`src/rtl/fetch_sequencer.sv`:
```
// fetch_sequencer
//
// Instruction-fetch controller. Drives the external PC register (enable,
// load, load address), runs a single-outstanding request/response exchange
// with instruction memory, and presents each fetched instruction with its
// address to decode over a valid/ready handshake. Branch redirects reload
// the PC and cancel any in-flight or held fetch.
//
// Ports
//   clk, rst_n                 clock (rising edge), async active-low reset
//   pc                         current PC register value
//   pc_en, pc_load             PC update strobe; load when pc_load else +1
//   pc_load_addr               load value (the redirect target)
//   imem_req_valid/ready/addr  fetch request channel
//   imem_rsp_valid/data        one-cycle response strobe and instruction word
//   inst_valid/ready           decode handshake
//   inst_data, inst_pc         held instruction and its address
//   redirect_valid/addr        taken branch/jump from execute
//   halt                       stop issuing fetches at the next idle point
//   busy                       sequencer not idle
//
// state | meaning
// ------+--------------------------------------------------------------
// IDLE  | no fetch in progress; leaves when halt is low
// REQ   | request presented to memory at the current pc
// WAIT  | request accepted, waiting for its response
// HOLD  | instruction held for decode (inst_valid high)
// DRAIN | waiting to swallow the response of a cancelled request

module fetch_sequencer #(
    parameter int ADDR_W = 32,
    parameter int DATA_W = 32
) (
    input  logic              clk,
    input  logic              rst_n,
    input  logic [ADDR_W-1:0] pc,
    output logic              pc_en,
    output logic              pc_load,
    output logic [ADDR_W-1:0] pc_load_addr,
    output logic              imem_req_valid,
    input  logic              imem_req_ready,
    output logic [ADDR_W-1:0] imem_req_addr,
    input  logic              imem_rsp_valid,
    input  logic [DATA_W-1:0] imem_rsp_data,
    output logic              inst_valid,
    input  logic              inst_ready,
    output logic [DATA_W-1:0] inst_data,
    output logic [ADDR_W-1:0] inst_pc,
    input  logic              redirect_valid,
    input  logic [ADDR_W-1:0] redirect_addr,
    input  logic              halt,
    output logic              busy
);

    typedef enum logic [2:0] {
        IDLE  = 3'd0,
        REQ   = 3'd1,
        WAIT  = 3'd2,
        HOLD  = 3'd3,
        DRAIN = 3'd4
    } state_t;

    state_t            state;
    state_t            state_nxt;
    logic              req_vld_q;
    logic [ADDR_W-1:0] req_pc;
    logic              req_fire;
    logic              rsp_take;

    // Request valid is registered so that a redirect seen in REQ (without a
    // handshake) suppresses it for exactly the following cycle, giving the
    // PC register one clean cycle to present the new target.
    assign imem_req_valid = req_vld_q;
    assign imem_req_addr  = pc;
    assign req_fire       = req_vld_q && imem_req_ready;

    // A response that coincides with a redirect is discarded.
    assign rsp_take = (state == WAIT) && imem_rsp_valid && !redirect_valid;

    assign pc_en        = redirect_valid || rsp_take;
    assign pc_load      = redirect_valid;
    assign pc_load_addr = redirect_addr;

    assign inst_valid = (state == HOLD);
    assign busy       = (state != IDLE);

    always_comb begin
        state_nxt = state;
        if (redirect_valid) begin
            case (state)
                IDLE:    state_nxt = halt ? IDLE : REQ;
                REQ:     state_nxt = req_fire ? DRAIN : REQ;
                WAIT:    state_nxt = imem_rsp_valid ? REQ : DRAIN;
                HOLD:    state_nxt = REQ;
                DRAIN:   state_nxt = imem_rsp_valid ? REQ : DRAIN;
                default: state_nxt = IDLE;
            endcase
        end else begin
            case (state)
                IDLE:    if (!halt) state_nxt = REQ;
                REQ:     if (req_fire) state_nxt = WAIT;
                WAIT:    if (imem_rsp_valid) state_nxt = HOLD;
                HOLD:    if (inst_ready) state_nxt = halt ? IDLE : REQ;
                DRAIN:   if (imem_rsp_valid) state_nxt = halt ? IDLE : REQ;
                default: state_nxt = IDLE;
            endcase
        end
    end

    always_ff @(posedge clk or negedge rst_n) begin
        if (!rst_n) begin
            state     <= IDLE;
            req_vld_q <= 1'b0;
            req_pc    <= '0;
            inst_data <= '0;
            inst_pc   <= '0;
        end else begin
            state     <= state_nxt;
            req_vld_q <= (state_nxt == REQ) && !((state == REQ) && redirect_valid);
            if (req_fire) begin
                req_pc <= pc;
            end
            if (rsp_take) begin
                inst_data <= imem_rsp_data;
                inst_pc   <= req_pc;
            end
        end
    end

endmodule

```
`config.mk`:
```
export PLATFORM = sky130hd
export DESIGN_NAME = fetch_sequencer
export DESIGN_NICKNAME = d
export VERILOG_FILES = /design/src/rtl/fetch_sequencer.sv
export SDC_FILE = /design/constraint.sdc
export NUM_CORES = 1
export LEC_CHECK = 0
export ABC_AREA = 1
export BUFFER_PORTS_ARGS = -buffer_cell sky130_fd_sc_hd__buf_2
export CAP_MARGIN = 20
export CORE_ASPECT_RATIO = 0.9
export CORE_MARGIN = 2
export CORE_UTILIZATION = 45
export DETAILED_ROUTE_END_ITERATION = 10
export HOLD_SLACK_MARGIN = 0.06
export PLACE_DENSITY = 0.76
export SLEW_MARGIN = 25
export SYNTH_ARGS = -nofsm -noshare
export SYNTH_HDL_FRONTEND = slang
export SYNTH_SLANG_ARGS = --single-unit
```
`constraint.sdc`:
```
create_clock -name clk -period 2.5 [get_ports clk]
set_input_delay 0.125 -clock clk [delete_from_list [all_inputs] [get_ports clk]]
set_output_delay 0.125 -clock clk [all_outputs]
set_load 0.05 [all_outputs]
```
# After elaboration in Yosys (flattened, before gate mapping)
# Index checks and enable logic that the tools add are counted.
# word_totals
ff_bits	100
inputBits	103
wordCells	32
# classes
eq_ne	5
muxes	11
n_reduce_logical	11
# ops
cell	count
$mux 3	8
$pmux 3 s5	1
$pmux 3 s4	1
$eq 3x1->1 const B	2
$eq 3x2->1 const B	2
$logic_and 1x1->1	5
$eq 3x3->1 const B	1
$logic_not 3->1	1
$reduce_bool 3->1	1
$logic_not 1->1	2
$reduce_or 2->1	1
$logic_or 1x1->1	1
$mux 1	1

# Depth between registers and ports, before layout
# depth
depth_word	6
depth_mapped	10

# Worst setup path before layout
# Ideal clock, no wire load.
# synth_path
path_type	flip-flop to flip-flop
startpoint	reg state[0]
endpoint	reg req_vld_q (netlist: imem_req_valid)
t_arrival_ps	1643
required_time_ps	2380
setup_slack_ps	737
path_stages_with_launch	9
synth_period_minus_slack_ps	1763
path_cell_list	dfrtp_1 -> buf_2 -> nand2_1 -> nor2_1 -> nand2_1 -> nand3b_1 -> nand2_1 -> nand3_1 -> nor2_1
# synth_between
word_cells_on_any_way	18
cone_classes	5 x eq/ne; 8 x mux; 5 x reduce/logical
# synth_rtl
item	line_no	text
start: declaration	63	state_t state;
start signal: assignment	118	state <= state_nxt;
$eq 3x2->1 (*)	--	
via inst_valid	45	output logic inst_valid,
$pmux 3 s5 or $pmux 3 s4 (tied branches)	99, 90	
$mux 3 (*)	89	if (redirect_valid) begin
$eq 3x1->1 (*)	119	req_vld_q <= (state_nxt == REQ) && !((state == REQ) && redirect_valid);
$logic_and 1x1->1 (*)	119	
end signal: assignment	119	
end: declaration	65	logic req_vld_q;
# The timed path passes the listed nets; every way through them passes the cells marked *.
# A chain may end at the register's enable or synchronous reset.

# Final worst setup path
# layout_path
startpoint	reg state[0]
endpoint	out pc_en
# layout_between
elab_chain_len	4
# layout_lines
item	line_no	text
$eq 3x2->1	78	assign rsp_take = (state == WAIT) && imem_rsp_valid && !redirect_valid;
$logic_and 1x1->1 (2 in a row)	78	
$logic_or 1x1->1	80	assign pc_en = redirect_valid || rsp_take;
end: declaration	37	output logic pc_en,
# No other way between the ends.

==> run_results.csv <==
group,metric,value,unit
sta,period_needed,1.67,ns
clock_tree,h-tree-depth,3,
critical_path,cp_max_fo,10,
critical_path,path_class,"register to output pin",
clock_tree,clockBufferDepth,2,
logic_synthesis,synth_nets,631,
critical_path,path_cells,"inv_1 -> nand2_1 -> nor2_1 -> nand2_1 -> nand2_1 -> buf_2",
grt,grt_max_degree,54,
critical_path,cp-start-kind,"register",
logic_synthesis,yosys-top-cells-count,"305 x nand2_1, 100 x dfrtp_1, 71 x buf_4",
grt,grt_pass1_vias,3762,
job,cap_violations,0,
logic_synthesis,synth_area_leader_cell,"dfrtp_1",
clock_tree,post_cts_buffers,0,
cells_and_area,antenna_cells,0,
logic_synthesis,synth-edff-count,0,
cells_and_area,multiInputGateArea,1280,um2
sta,rsz0062_at_grt,"no",
floorplanning,die-area,10700,um2
detailed_routing,drt_pre_antenna_iters,4,
floorplanning,start_util,0.462,
critical_path,critPathMostFrequentCell,"nand2_1",
worst_hold_path,hp-class,"input port to register",
critical_path,cpPeakStageDelay,0.49,ns
sta,setup-violations-final,0,
sta,hold_violations,0,
floorplanning,num_rows,34,
sta,fin_skew,0.00899,ns
clock_tree,cts_root_buffer,"clkbuf_8",
clock_tree,clkLatencyLatePin,0.35,ns
sta,fin_ws,0.834,ns
sta,fmax,600,MHz
cells_and_area,fin_util,0.595,
detailed_routing,wl_per_cell,12.5,um
outcome,outcome,"complete, no violations",
detailed_routing,postRouteAntennaNets,0,
cells_and_area,nets,800,
clock_tree,cts.sinks,100,
sta,fin_setup_tns,0,ns
logic_synthesis,synth_area_per_cell,8.44,um2
floorplanning,num_io_pins,236,
logic_synthesis,synthFlopType,"dfrtp_1",
placed_design,gp_congestion,0.861,
placed_design,portBuffers,171,
logic_synthesis,synth.most_common_cell,"nand2_1",
floorplanning,die_h,98.4,um
logic_synthesis,ys_ff_latch,100,
grt,grt_pass1_wl,17000,um
power_and_ir_drop,power_density,1050,nW/um2
logic_synthesis,ys_seq_area_frac,0.561,
placed_design,place_ws,0.929,ns
cells_and_area,fill_cells,837,
logic_synthesis,synth_warnings,0,
logic_synthesis,synthCells,528,
cells_and_area,drive_above_1_share,0.279,
power_and_ir_drop,irDropWorstVdd,0.616,mV
power_and_ir_drop,p_leak,3.45,nW
cells_and_area,syn_to_final_growth,29.0,%
sta,worstMarginPinSlew,0.689,ns
critical_path,cp.arrival,1.54,ns
sta,drv_slew,0,
detailed_routing,drt-vias-per-instance,4.63,
clock_tree,cts_resized,0,
floorplanning,design.core.area,9660,um2
logic_synthesis,synthesis.area,4460,um2
sta,relSlewSlack,0.541,
clock_tree,cts_buffers,9,
logic_synthesis,ys_top_cells_by_area,"dfrtp_1 56%, nand2_1 26%, buf_4 12%, buf_6 1.8%, inv_1 0.93%",
critical_path,critPathCaptureType,"output pin",
grt,antenna_found_initial,0,
logic_synthesis,async_reset_ff_frac,1.00,
placed_design,dp_hpwl,6600,um
detailed_routing,drt_wl_total,10400,um
clock_tree,cts_tree,"done",
critical_path,slowest_stage,"dfrtp_1",
cells_and_area,register_area,2500,um2
detailed_routing,drc,0,
clock_tree,cts.clk_slew.worst_paths,0.09,ns
grt,grt_use_total,0.199,
grt,overflow,0,
logic_synthesis,synth_top_cell_area_share,0.561,
floorplanning,die_x,109,um
critical_path,worstPathRequired,2.38,ns
sta,fin_crit_sh,0.666,
logic_synthesis,post_synth_num_cell_types,15,
detailed_routing,vias,3834,
detailed_routing,drt_iter0_markers,213,
==> report_power, final <==
part	total (mW)	switching [mW]	leakage, nW	internal, mW
Combinational	2.53	1.89	2.04	0.645
Clock	0.999	0.532	0.0939	0.468
Sequential	2.48	0.322	1.32	2.16
Total	6.02	2.74	3.45	3.28
==> metal layers <==
metal	share of wire	wire length (um)	track usage
met1	0.42	4360	0.234
met5	0	0	0
met2	0.48	5020	0.353
met3	0.085	879	0.0582
met4	0.012	129	0.0562
==> sequential cells by signal, indices dropped and copies added, names as in the netlist <==
name,flops
state,3
inst_data,32
req_pc,32
inst_pc,32
imem_req_valid,1
==> path summary, 6_finish.rpt <==
kind	from	end	slack, ns	cells after the start
worst max-delay path	state[0]	pc_en	0.83	6
worst min-delay path	redirect_valid	imem_req_valid	0.11	4
worst max register to register	state[0]	inst_pc[16]	0.92	6
worst min register to register	req_pc[28]	inst_pc[28]	0.47	2
max in group asynchronous	rst_n	inst_data[19]	1.43	3
min in group asynchronous	rst_n	inst_data[21]	0.36	2
==> metrics by stage <==
step                      total power, mW  instance area, um2  hold WS (ns)  instances
final                                6.02                5750         0.108        828
after CTS                            6.07                5750        0.0993        828
after floorplan                      4.48                4460        -0.171        528
after global placement               4.90                4910         0.200        747
after detailed placement             4.97                4910         0.210        747
after global routing                 6.41                5750         0.133        828
==> cell type report <==
cell class / count / area share
multi-input combinational: 330 / 0.222
clock inverter: 5 / 0.0104
tap: 126 / 0.0274
sequential: 100 / 0.435
inverter: 13 / 0.00849
clock buffer: 11 / 0.0228
timing repair buffer: 243 / 0.274
==> kinds of logic after synthesis <==
group                  after synthesis  synth area share
and+or+nand+nor                    326             0.280
buffers and inverters               98             0.154
AOI/OAI and AO/OA                    4           0.00449
DFF                                100             0.561
==> cells in the final DEF, fill, tap and decap left out, drive strengths merged <==
cell	instances
nand2	305
nand3	7
nor2	12
a21oi	2
nand3b	1
nand4	1
dfrtp	100
inv	14
clkinv	2
buf	178
bufinv	1
clkinvlp	1
clkbuf	11
o21ai	2
dlygate4sd3	65
==> worst max-delay path: cells and delay by family (launching register included) <==
family / cells / cell delay, ns
flip-flops: 1 / 0.49
AND/OR/NAND/NOR: 4 / 0.35
buffers and inverters: 2 / 0.35
==> timing repair <==
action | in CTS | in global routing
endpoints found under the setup margin | 0 | 0
endpoints found under the hold margin | 116 | 0
hold buffers | 65 | 0
No activity file was read; power rests on OpenSTA's default activity.
